## config.mk

```make
export PLATFORM = sky130hd
export DESIGN_NAME = butterfly_r2_pipe
export DESIGN_NICKNAME = d
export VERILOG_FILES = /design/src/rtl/butterfly_r2_pipe.sv
export SDC_FILE = /design/constraint.sdc
export NUM_CORES = 1
export LEC_CHECK = 0
export ABC_AREA = 1
export CAP_MARGIN = 40
export CORE_MARGIN = 1
export CORE_UTILIZATION = 35
export CTS_CLUSTER_SIZE = 25
export DETAILED_ROUTE_END_ITERATION = 10
export PLACE_DENSITY_LB_ADDON = 0.1
export SYNTH_ARGS = -nofsm -noshare
export SYNTH_HDL_FRONTEND = slang
export SYNTH_SLANG_ARGS = --single-unit
```

## constraint.sdc

```tcl
create_clock -name clk -period 1.9 [get_ports clk]
set_input_delay 0.19 -clock clk [delete_from_list [all_inputs] [get_ports clk]]
set_output_delay 0.19 -clock clk [all_outputs]
set_load 0.02 [all_outputs]
```

## src/rtl/butterfly_r2_pipe.sv

```systemverilog
// Radix-2 FFT butterfly with two pipeline stages and valid/ready flow control.
//   out1 = in1 + in2, out2 = in1 - in2 on complex operands.
// Stage 1 registers the BIT_WIDTH+1 sums/differences together with the
// per-transaction scale bit. Stage 2 applies optional /2 scaling with rounding,
// reduces to BIT_WIDTH, registers the outputs and detects overflow.
// Optional feature macro BFLY_SAT_EN: when defined, overflowing words clamp
// to the signed range; when undefined, they wrap to the low BIT_WIDTH bits.
// Overflow detection, the sticky flag and the event counter are identical in
// both builds.

module butterfly_r2_pipe #(
  parameter int BIT_WIDTH = 16,
  parameter int ROUND     = 1,
  parameter int CNT_W     = 8
) (
  input  logic                 clk,
  input  logic                 rst_n,
  input  logic                 in_valid,
  output logic                 in_ready,
  input  logic [BIT_WIDTH-1:0] xin1,
  input  logic [BIT_WIDTH-1:0] yin1,
  input  logic [BIT_WIDTH-1:0] xin2,
  input  logic [BIT_WIDTH-1:0] yin2,
  input  logic                 scale,
  output logic                 out_valid,
  input  logic                 out_ready,
  output logic [BIT_WIDTH-1:0] xout1,
  output logic [BIT_WIDTH-1:0] yout1,
  output logic [BIT_WIDTH-1:0] xout2,
  output logic [BIT_WIDTH-1:0] yout2,
  input  logic                 clr_ovf,
  output logic                 ovf_flag,
  output logic [CNT_W-1:0]     ovf_cnt
);

  // Stage-1 word: one guard bit so the full sum/difference is exact.
  localparam int SW = BIT_WIDTH + 1;
  // Rounding word: one more bit so full + ROUND cannot wrap before the shift.
  localparam int RW = BIT_WIDTH + 2;

  localparam logic [BIT_WIDTH-1:0] MAX_W = {1'b0, {(BIT_WIDTH-1){1'b1}}};
  localparam logic [BIT_WIDTH-1:0] MIN_W = {1'b1, {(BIT_WIDTH-1){1'b0}}};

  // Scale/round one full-precision word and reduce it to BIT_WIDTH.
  // Returns {overflow, word}.
  function automatic logic [BIT_WIDTH:0] reduce_word(input logic [SW-1:0] full,
                                                     input logic          sc);
    logic [RW-1:0]        ext;
    logic [RW-1:0]        rsum;
    logic [RW-1:0]        r;
    logic                 ovf;
    logic [BIT_WIDTH-1:0] word;
    ext  = {full[SW-1], full};
    rsum = ext + RW'(ROUND);
    // Arithmetic shift right by one of the rounded value.
    r    = sc ? {rsum[RW-1], rsum[RW-1:1]} : ext;
    // In range only when the bits above the BIT_WIDTH sign bit are all copies of it.
    ovf  = (r[RW-1:BIT_WIDTH-1] != '0) && (r[RW-1:BIT_WIDTH-1] != '1);
`ifdef BFLY_SAT_EN
    if (ovf) word = r[RW-1] ? MIN_W : MAX_W;
    else     word = r[BIT_WIDTH-1:0];
`else
    word = r[BIT_WIDTH-1:0];
`endif
    return {ovf, word};
  endfunction

  // Stage state
  logic          s1_valid_q;
  logic          s1_scale_q;
  logic [SW-1:0] s1_xs_q, s1_ys_q, s1_xd_q, s1_yd_q;
  logic [SW-1:0] s1_xs_d, s1_ys_d, s1_xd_d, s1_yd_d;

  logic                 out_valid_q;
  logic [BIT_WIDTH-1:0] xout1_q, yout1_q, xout2_q, yout2_q;
  logic [BIT_WIDTH:0]   xs_r, ys_r, xd_r, yd_r;
  logic                 pair_ovf;

  logic             ovf_flag_q, ovf_flag_d;
  logic [CNT_W-1:0] ovf_cnt_q, ovf_cnt_d;

  logic en1, en2;

  // Pipeline advance: a stage moves when it is empty or its successor moves.
  assign en2      = !out_valid_q || out_ready;
  assign en1      = !s1_valid_q || en2;
  assign in_ready = en1;

  // Exact sign-extended sums and differences of the incoming pair.
  assign s1_xs_d = {xin1[BIT_WIDTH-1], xin1} + {xin2[BIT_WIDTH-1], xin2};
  assign s1_ys_d = {yin1[BIT_WIDTH-1], yin1} + {yin2[BIT_WIDTH-1], yin2};
  assign s1_xd_d = {xin1[BIT_WIDTH-1], xin1} - {xin2[BIT_WIDTH-1], xin2};
  assign s1_yd_d = {yin1[BIT_WIDTH-1], yin1} - {yin2[BIT_WIDTH-1], yin2};

  // Stage-2 reduction of the four stage-1 words.
  assign xs_r     = reduce_word(s1_xs_q, s1_scale_q);
  assign ys_r     = reduce_word(s1_ys_q, s1_scale_q);
  assign xd_r     = reduce_word(s1_xd_q, s1_scale_q);
  assign yd_r     = reduce_word(s1_yd_q, s1_scale_q);
  assign pair_ovf = xs_r[BIT_WIDTH] | ys_r[BIT_WIDTH] | xd_r[BIT_WIDTH] | yd_r[BIT_WIDTH];

  // Stage 1 register: capture the sums/diffs and scale bit on an input transfer.
  // NOTE: sequential state uses non-blocking (<=) so every flop samples pre-edge values.
  always_ff @(posedge clk or negedge rst_n) begin
    if (!rst_n) begin
      // NOTE: data registers are reset too, so a reset leaves no stale words anywhere.
      s1_valid_q <= 1'b0;
      s1_scale_q <= 1'b0;
      s1_xs_q    <= '0;
      s1_ys_q    <= '0;
      s1_xd_q    <= '0;
      s1_yd_q    <= '0;
    end else if (en1) begin
      s1_valid_q <= in_valid;
      if (in_valid) begin
        s1_scale_q <= scale;
        s1_xs_q    <= s1_xs_d;
        s1_ys_q    <= s1_ys_d;
        s1_xd_q    <= s1_xd_d;
        s1_yd_q    <= s1_yd_d;
      end
    end
  end

  // Stage 2 register: load reduced words when stage 1 holds a pair and S2 may advance.
  always_ff @(posedge clk or negedge rst_n) begin
    if (!rst_n) begin
      out_valid_q <= 1'b0;
      xout1_q     <= '0;
      yout1_q     <= '0;
      xout2_q     <= '0;
      yout2_q     <= '0;
    end else if (en2) begin
      out_valid_q <= s1_valid_q;
      if (s1_valid_q) begin
        xout1_q <= xs_r[BIT_WIDTH-1:0];
        yout1_q <= ys_r[BIT_WIDTH-1:0];
        xout2_q <= xd_r[BIT_WIDTH-1:0];
        yout2_q <= yd_r[BIT_WIDTH-1:0];
      end
    end
  end

  // Overflow flag/counter next state; an overflowing load wins over a clear.
  always_comb begin
    // NOTE: hold values assigned first so no path leaves a variable unassigned (no latch).
    ovf_flag_d = ovf_flag_q;
    ovf_cnt_d  = ovf_cnt_q;
    if (en2 && s1_valid_q && pair_ovf) begin
      ovf_flag_d = 1'b1;
      if (clr_ovf)               ovf_cnt_d = CNT_W'(1);
      else if (ovf_cnt_q != '1)  ovf_cnt_d = ovf_cnt_q + CNT_W'(1);
    end else if (clr_ovf) begin
      ovf_flag_d = 1'b0;
      ovf_cnt_d  = '0;
    end
  end

  // Overflow flag/counter register.
  always_ff @(posedge clk or negedge rst_n) begin
    if (!rst_n) begin
      ovf_flag_q <= 1'b0;
      ovf_cnt_q  <= '0;
    end else begin
      ovf_flag_q <= ovf_flag_d;
      ovf_cnt_q  <= ovf_cnt_d;
    end
  end

  assign out_valid = out_valid_q;
  assign xout1     = xout1_q;
  assign yout1     = yout1_q;
  assign xout2     = xout2_q;
  assign yout2     = yout2_q;
  assign ovf_flag  = ovf_flag_q;
  assign ovf_cnt   = ovf_cnt_q;

endmodule

```

== Word level (Yosys, flattened, before mapping) ==
Index checks and enable logic that the tools add are counted.

* Order comparisons: 0
* Equal/unequal tests: 5
* Shift operators: 0
* Muxes and demuxes: 10
* Add/subtract/negate cells: 9
* Bitwise logic cells: 3
* Divide/modulo/power cells: 0
* Reduce and logical (&&, ||, !) cells: 19
* Multipliers: 0

{| class="wikitable"
|+ Operator list
! cell !! number
|-
| adder 17 x 2 -> 18 bit (second input constant) || 4
|-
| 2-to-1 mux 18 bit || 4
|-
| adder 16 x 16 -> 17 bit || 2
|-
| subtractor 16 x 16 -> 17 bit || 2
|-
| 2-to-1 mux 8 bit || 4
|-
| != test 3 bit (second input constant) || 4
|-
| nonzero test 3 bit || 4
|-
| adder 8 x 1 -> 8 bit (second input constant) || 1
|-
| != test 8 bit (second input constant) || 1
|-
| logical AND 1 bit || 6
|-
| AND reduction 2 bit || 3
|-
| nonzero test 2 bit || 2
|-
| bitwise OR 1 bit || 3
|-
| logical NOT 1 bit || 2
|-
| logical OR 1 bit || 2
|-
| 2-to-1 mux 1 bit || 2
|}

* Output and inout port bits: 75
* Input bits: 70
* Logic and storage cells: 59
* Flip-flop bits (word level): 144
* Memory bits (writable): 0
* Memory bits (read-only): 0
* Bits in latches: 0
* Memories: 0

== Longest topological paths before layout ==
* Depth in word-level cells: 10
* Mapped depth: 16
* Depth with buffers taken out: 16

== Worst setup path before layout ==
No wires, ideal clock.

* Path type: input port to flip-flop
* Start: input xin1[0]
* End: register s1_xd_q[10]
* Required time: 1.770 ns
* Stages: 13
* Setup slack: -0.127 ns
* Arrival time: 1.897 ns
* Library setup time: 0.130 ns
* Path buffers: 0
* Cell sequence: inv_1 > ha_1 > fa_1 > nand3b_1 > nand2_1 > inv_1 > nor2_1 > nor2_1 > o21ai_1 > a21boi_0 > or2_1 > nand3_1 > o21ai_0

* Longest elaborated chain between the ends: 1

{| class="wikitable"
|+ RTL lines
! what !! RTL line !! RTL
|-
| start, declared || 20 || <nowiki>input logic [BIT_WIDTH-1:0] xin1,</nowiki>
|-
| subtractor 16 x 16 -> 17 bit || 92 || <nowiki>assign s1_xd_d = {xin1[BIT_WIDTH-1], xin1} - {xin2[BIT_WIDTH-1], xin2};</nowiki>
|-
| end signal, assigned || 111 || <nowiki>s1_xd_q <= '0;</nowiki>
|-
| end signal, assigned || 119 || <nowiki>s1_xd_q <= s1_xd_d;</nowiki>
|-
| end, declared || 71 || <nowiki>logic [SW-1:0] s1_xs_q, s1_ys_q, s1_xd_q, s1_yd_q;</nowiki>
|}

No other way between the ends.
A chain may end at the register's enable or synchronous reset.

== Worst setup path after layout ==
* Start: register s1_ys_q[0]
* End: register ovf_cnt_q[0], in the netlist ovf_cnt[0]

* Longest elaborated chain between the ends: 10
* Elaborated cells on any way between the ends: 12
* Those cells by class: add/sub (1); eq/ne (1); mux (2); bitwise (3); reduce/logical (5)

{| class="wikitable"
|+ RTL lines
! what !! RTL line !! RTL
|-
| start, declared || 71 ||
|-
| start signal, assigned || 118 || <nowiki>s1_ys_q <= s1_ys_d;</nowiki>
|-
| adder 17 x 2 -> 18 bit (*) || 54 || <nowiki>rsum = ext + RW'(ROUND);</nowiki>
|-
| 2-to-1 mux 18 bit (*) || 56 || <nowiki>r = sc ? {rsum[RW-1], rsum[RW-1:1]} : ext;</nowiki>
|-
| != test 3 bit or nonzero test 3 bit (tied branches) || 58 || <nowiki>ovf = (r[RW-1:BIT_WIDTH-1] != '0) && (r[RW-1:BIT_WIDTH-1] != '1);</nowiki>
|-
| logical AND 1 bit (*) || 58 ||
|-
| bitwise OR 1 bit (*) (3 in series) || 100 || <nowiki>assign pair_ovf = xs_r[BIT_WIDTH] | ys_r[BIT_WIDTH] | xd_r[BIT_WIDTH] | yd_r[BIT_WIDTH];</nowiki>
|-
| logical AND 1 bit (*) || 149 || <nowiki>if (en2 && s1_valid_q && pair_ovf) begin</nowiki>
|-
| nonzero test 2 bit (no source line) || n/a ||
|-
| AND reduction 2 bit (no source line) || n/a ||
|-
| end signal, assigned || 166 || <nowiki>ovf_cnt_q <= ovf_cnt_d;</nowiki>
|-
| end, declared || 80 || <nowiki>logic [CNT_W-1:0] ovf_cnt_q, ovf_cnt_d;</nowiki>
|}

Every way passes the cells marked *; elsewhere a longest branch is shown, timed or not.

==> run summary <==
Yosys Warn Count - 0
Clock latency at the later pin of the worst-skew pair - 0.42 ns
Max-slew violation count - 0
Failing checks - setup timing
Mapped cell area - 0.0103 mm2
Status - finished with violations
Synthesized area per cell - 7.19 um2
Die H - 173 um
Starting Density - 0.357
Most frequent cells in the layout - nand2_1, buf_4, dfrtp_1, inv_1, clkdlybuf4s50_1
#FFs+latches synth - 142
Critical path peak fanout - 8
Via count - 10,500
Nets@finish - 1,931
1st-pass router iterations - 5
Top Family by Delay on Critical Path - simple AND/OR/NAND/NOR gates
Post-route DRC - 0
Drt wl/cell - 14.5 um
Row cnt - 62
Buffers on Ports - 144
Die Width - 173 um
Slew of the pin with the lowest slew margin - 0.481 ns
Largest net degree at the start of global routing - 62
Critical Path RT - 2.26 ns
Max clock buf depth - 2
# setup viols final - 9
Critical path buffers and inverters - 0
Peak VDD IR - 0.000565 V
CTS H-Tree Depth - 4
Peak Freq - 0.487 GHz
Root buffer cell - clkbuf_16
Worst clock skew - 0.00934 ns
Placed cells - 2,129
CP max stage cell - dfrtp_2
Crit. End Element - flip-flop
Final Non-Filler Cells - 2,184
Fill count - 2,785
Core area - 0.0288 mm2
Total nets after synthesis - 1,571
Dpl hpwl - 24.5 mm
Pwr dens - 959 mW/mm2
Final Cycle Share - 1.08
Hold Fails Final Rpt - 0
Crit path DAT - 2.41 ns
Area Growth Syn to Fin - 49.0%
Antenna violations before repair - 0
Core Util, Final - 0.532
Path type of the worst min-delay path - in -> reg
Diode count - 0
Vias in the first global route - 9,689
Crit start category - flip-flop
Vias/cell - 4.83
Die area - 0.0300 mm2
Largest cells by area after synthesis - dfrtp_1, nand2_1, ha_1
CTS Sinks - 142
P_leak - 0.00726 uW
Remaining Overflow, GRT - 0
Commonest non-fill, non-tap cell in the layout - nand2_1
Routed Antenna Nets - 0
CTS tree - built
Max-cap viol count - 0
Share of the synthesized area in the top cell type - 0.346
Most frequent CP cell - nand2_1
RSZ-0062 raised after global routing - true
Clk slew on worst S/H paths - 0.06 ns
Yosys cell types - 53
Post-Route WL - 31.7 mm
Sequential area share after synthesis - 0.346
Critical Path Stages - 13
Critical path cell sequence - ha_4 > nand2_4 > nor2_4 > nand2_4 > o21ai_2 > nand3_2 > nand2_1 > nand2_1 > nand2_2 > nand4_4 > nand3_4 > nand3_2 > nand2_1
CTS Buf Count - 17
WHS Path Cells - 3
First-pass GRT wire length - 51.0 mm
RD Place Congestion - 0.868
Layout cells sized above 1 - 0.257
R2R depth - 13
Synth Instances - 1,428
I/O pins - 145
Total GRT Usage - 0.212
Worst slew margin - 0.679
Min Tclk post-route - 2.05 ns
Synth area leader - dfrtp_1
Critical path class - reg -> reg
Hold slack final - 0.132 ns
DRT iter0 DRCs - 715
PnR worst setup slack - -0.153 ns
Delay of the slowest critical-path stage - 0.48 ns
synthesized netlist by cell type (all sizes together):
master     n
a21o      11
nor2     145
o21bai     4
a311oi     2
o211ai     7
dfrtp    142
nor4       3
nand2    345
o21a       1
a32o       1
buf       21
o211a      1
a211oi     2
a21oi    114
nand3b     3
fa         4
clkinv     1
ha        69
inv      149
a22oi      1
nor3b      1
o22a       1
a31oi     22
o221ai     2
o2111ai    5
nand4     12
clkbuf    39
o22ai      9
nand3     85
a21boi     1
o31ai      6
xor2      41
o21ai    140
xnor2     13
a22o       1
nor3      18
or2        6
routing by layer:
layer	share of wire	routed length, um	global-route usage
met5	0	0	0
met4	0.0098	311	0.0468
met3	0.046	1470	0.0268
met2	0.40	12600	0.280
met1	0.55	17300	0.353
metrics by stage:
step                power (uW)  TNS [ns]  area (um2)  setup slack [ns]
finish                   14700     -1.16       15300            -0.153
detailed placement       10900    -26.82       13800            -0.744
global route             15600     -2.79       15300            -0.281
floorplan                 7740   -0.0165       10300           -0.0105
global placement         10900    -24.92       13800            -0.731
CTS                      14500     -1.08       14700            -0.120
where the power goes:
group,internal [uW],leakage (uW),switching [uW]
Combinational,3020,0.00527,3570
Clock,2100,0.000278,1330
Sequential,3910,0.00171,758
Total,9040,0.00726,5650
tightest hold or removal path: stages:
cell	delay (ns)
clkbuf_2	0.12
ha_4	0.13
o21ai_0	0.07
final cells by class:
class | count | area [um2] | share of cell area
inverters | 150 | 576 | 0.0376
flip-flops and latches | 142 | 3560 | 0.233
well taps | 384 | 480 | 0.0314
repair buffers | 401 | 3490 | 0.228
clock buffers | 19 | 443 | 0.0289
multi-input cells | 1076 | 6590 | 0.430
clock inverters | 12 | 163 | 0.0106
final timing paths:
kind	startpoint	endpoint	slack (ns)
setup / recovery	s1_ys_q[0]	ovf_cnt[0]	-0.15
hold / removal	xin2[0]	s1_xs_q[0]	0.13
setup reg to reg	s1_ys_q[0]	ovf_cnt[0]	-0.15
hold reg to reg	yout1[13]	yout1[13]	0.47
max in group asynchronous	rst_n	xout1[6]	0.96
min in group asynchronous	rst_n	xout2[4]	0.27
state kept, by name, indices dropped and copies added, names as in the netlist:
register	flops
s1_xd_q	16
ovf_cnt	8
s1_xs_q	17
yout1	16
s1_ys_q	17
s1_scale_q	1
s1_valid_q	1
xout2	16
out_valid	1
ovf_flag	1
xout1	16
yout2	16
s1_yd_q	16
logic make-up (layout without fill, tap and decap cells):
group | Yosys count | after routing | share of synthesized area
XOR/XNOR | 54 | 54 | 0.0460
AO/OA/AOI/OAI | 331 | 331 | 0.179
flip-flops | 142 | 142 | 0.346
adder cells (fa/ha/maj) | 73 | 73 | 0.0918
AND/OR/NAND/NOR | 618 | 618 | 0.256
buffers and inverters | 210 | 582 | 0.0808
what timing repair did:
item                                    in CTS  in global routing
setup buffers                               10                 15
resized for setup                           59                139
endpoints found under the setup margin      50                 57
endpoints found under the hold margin       42                  0
pin swaps                                   47                 69
hold buffers                                 1                  0
Power figures use the tool's default switching activity.
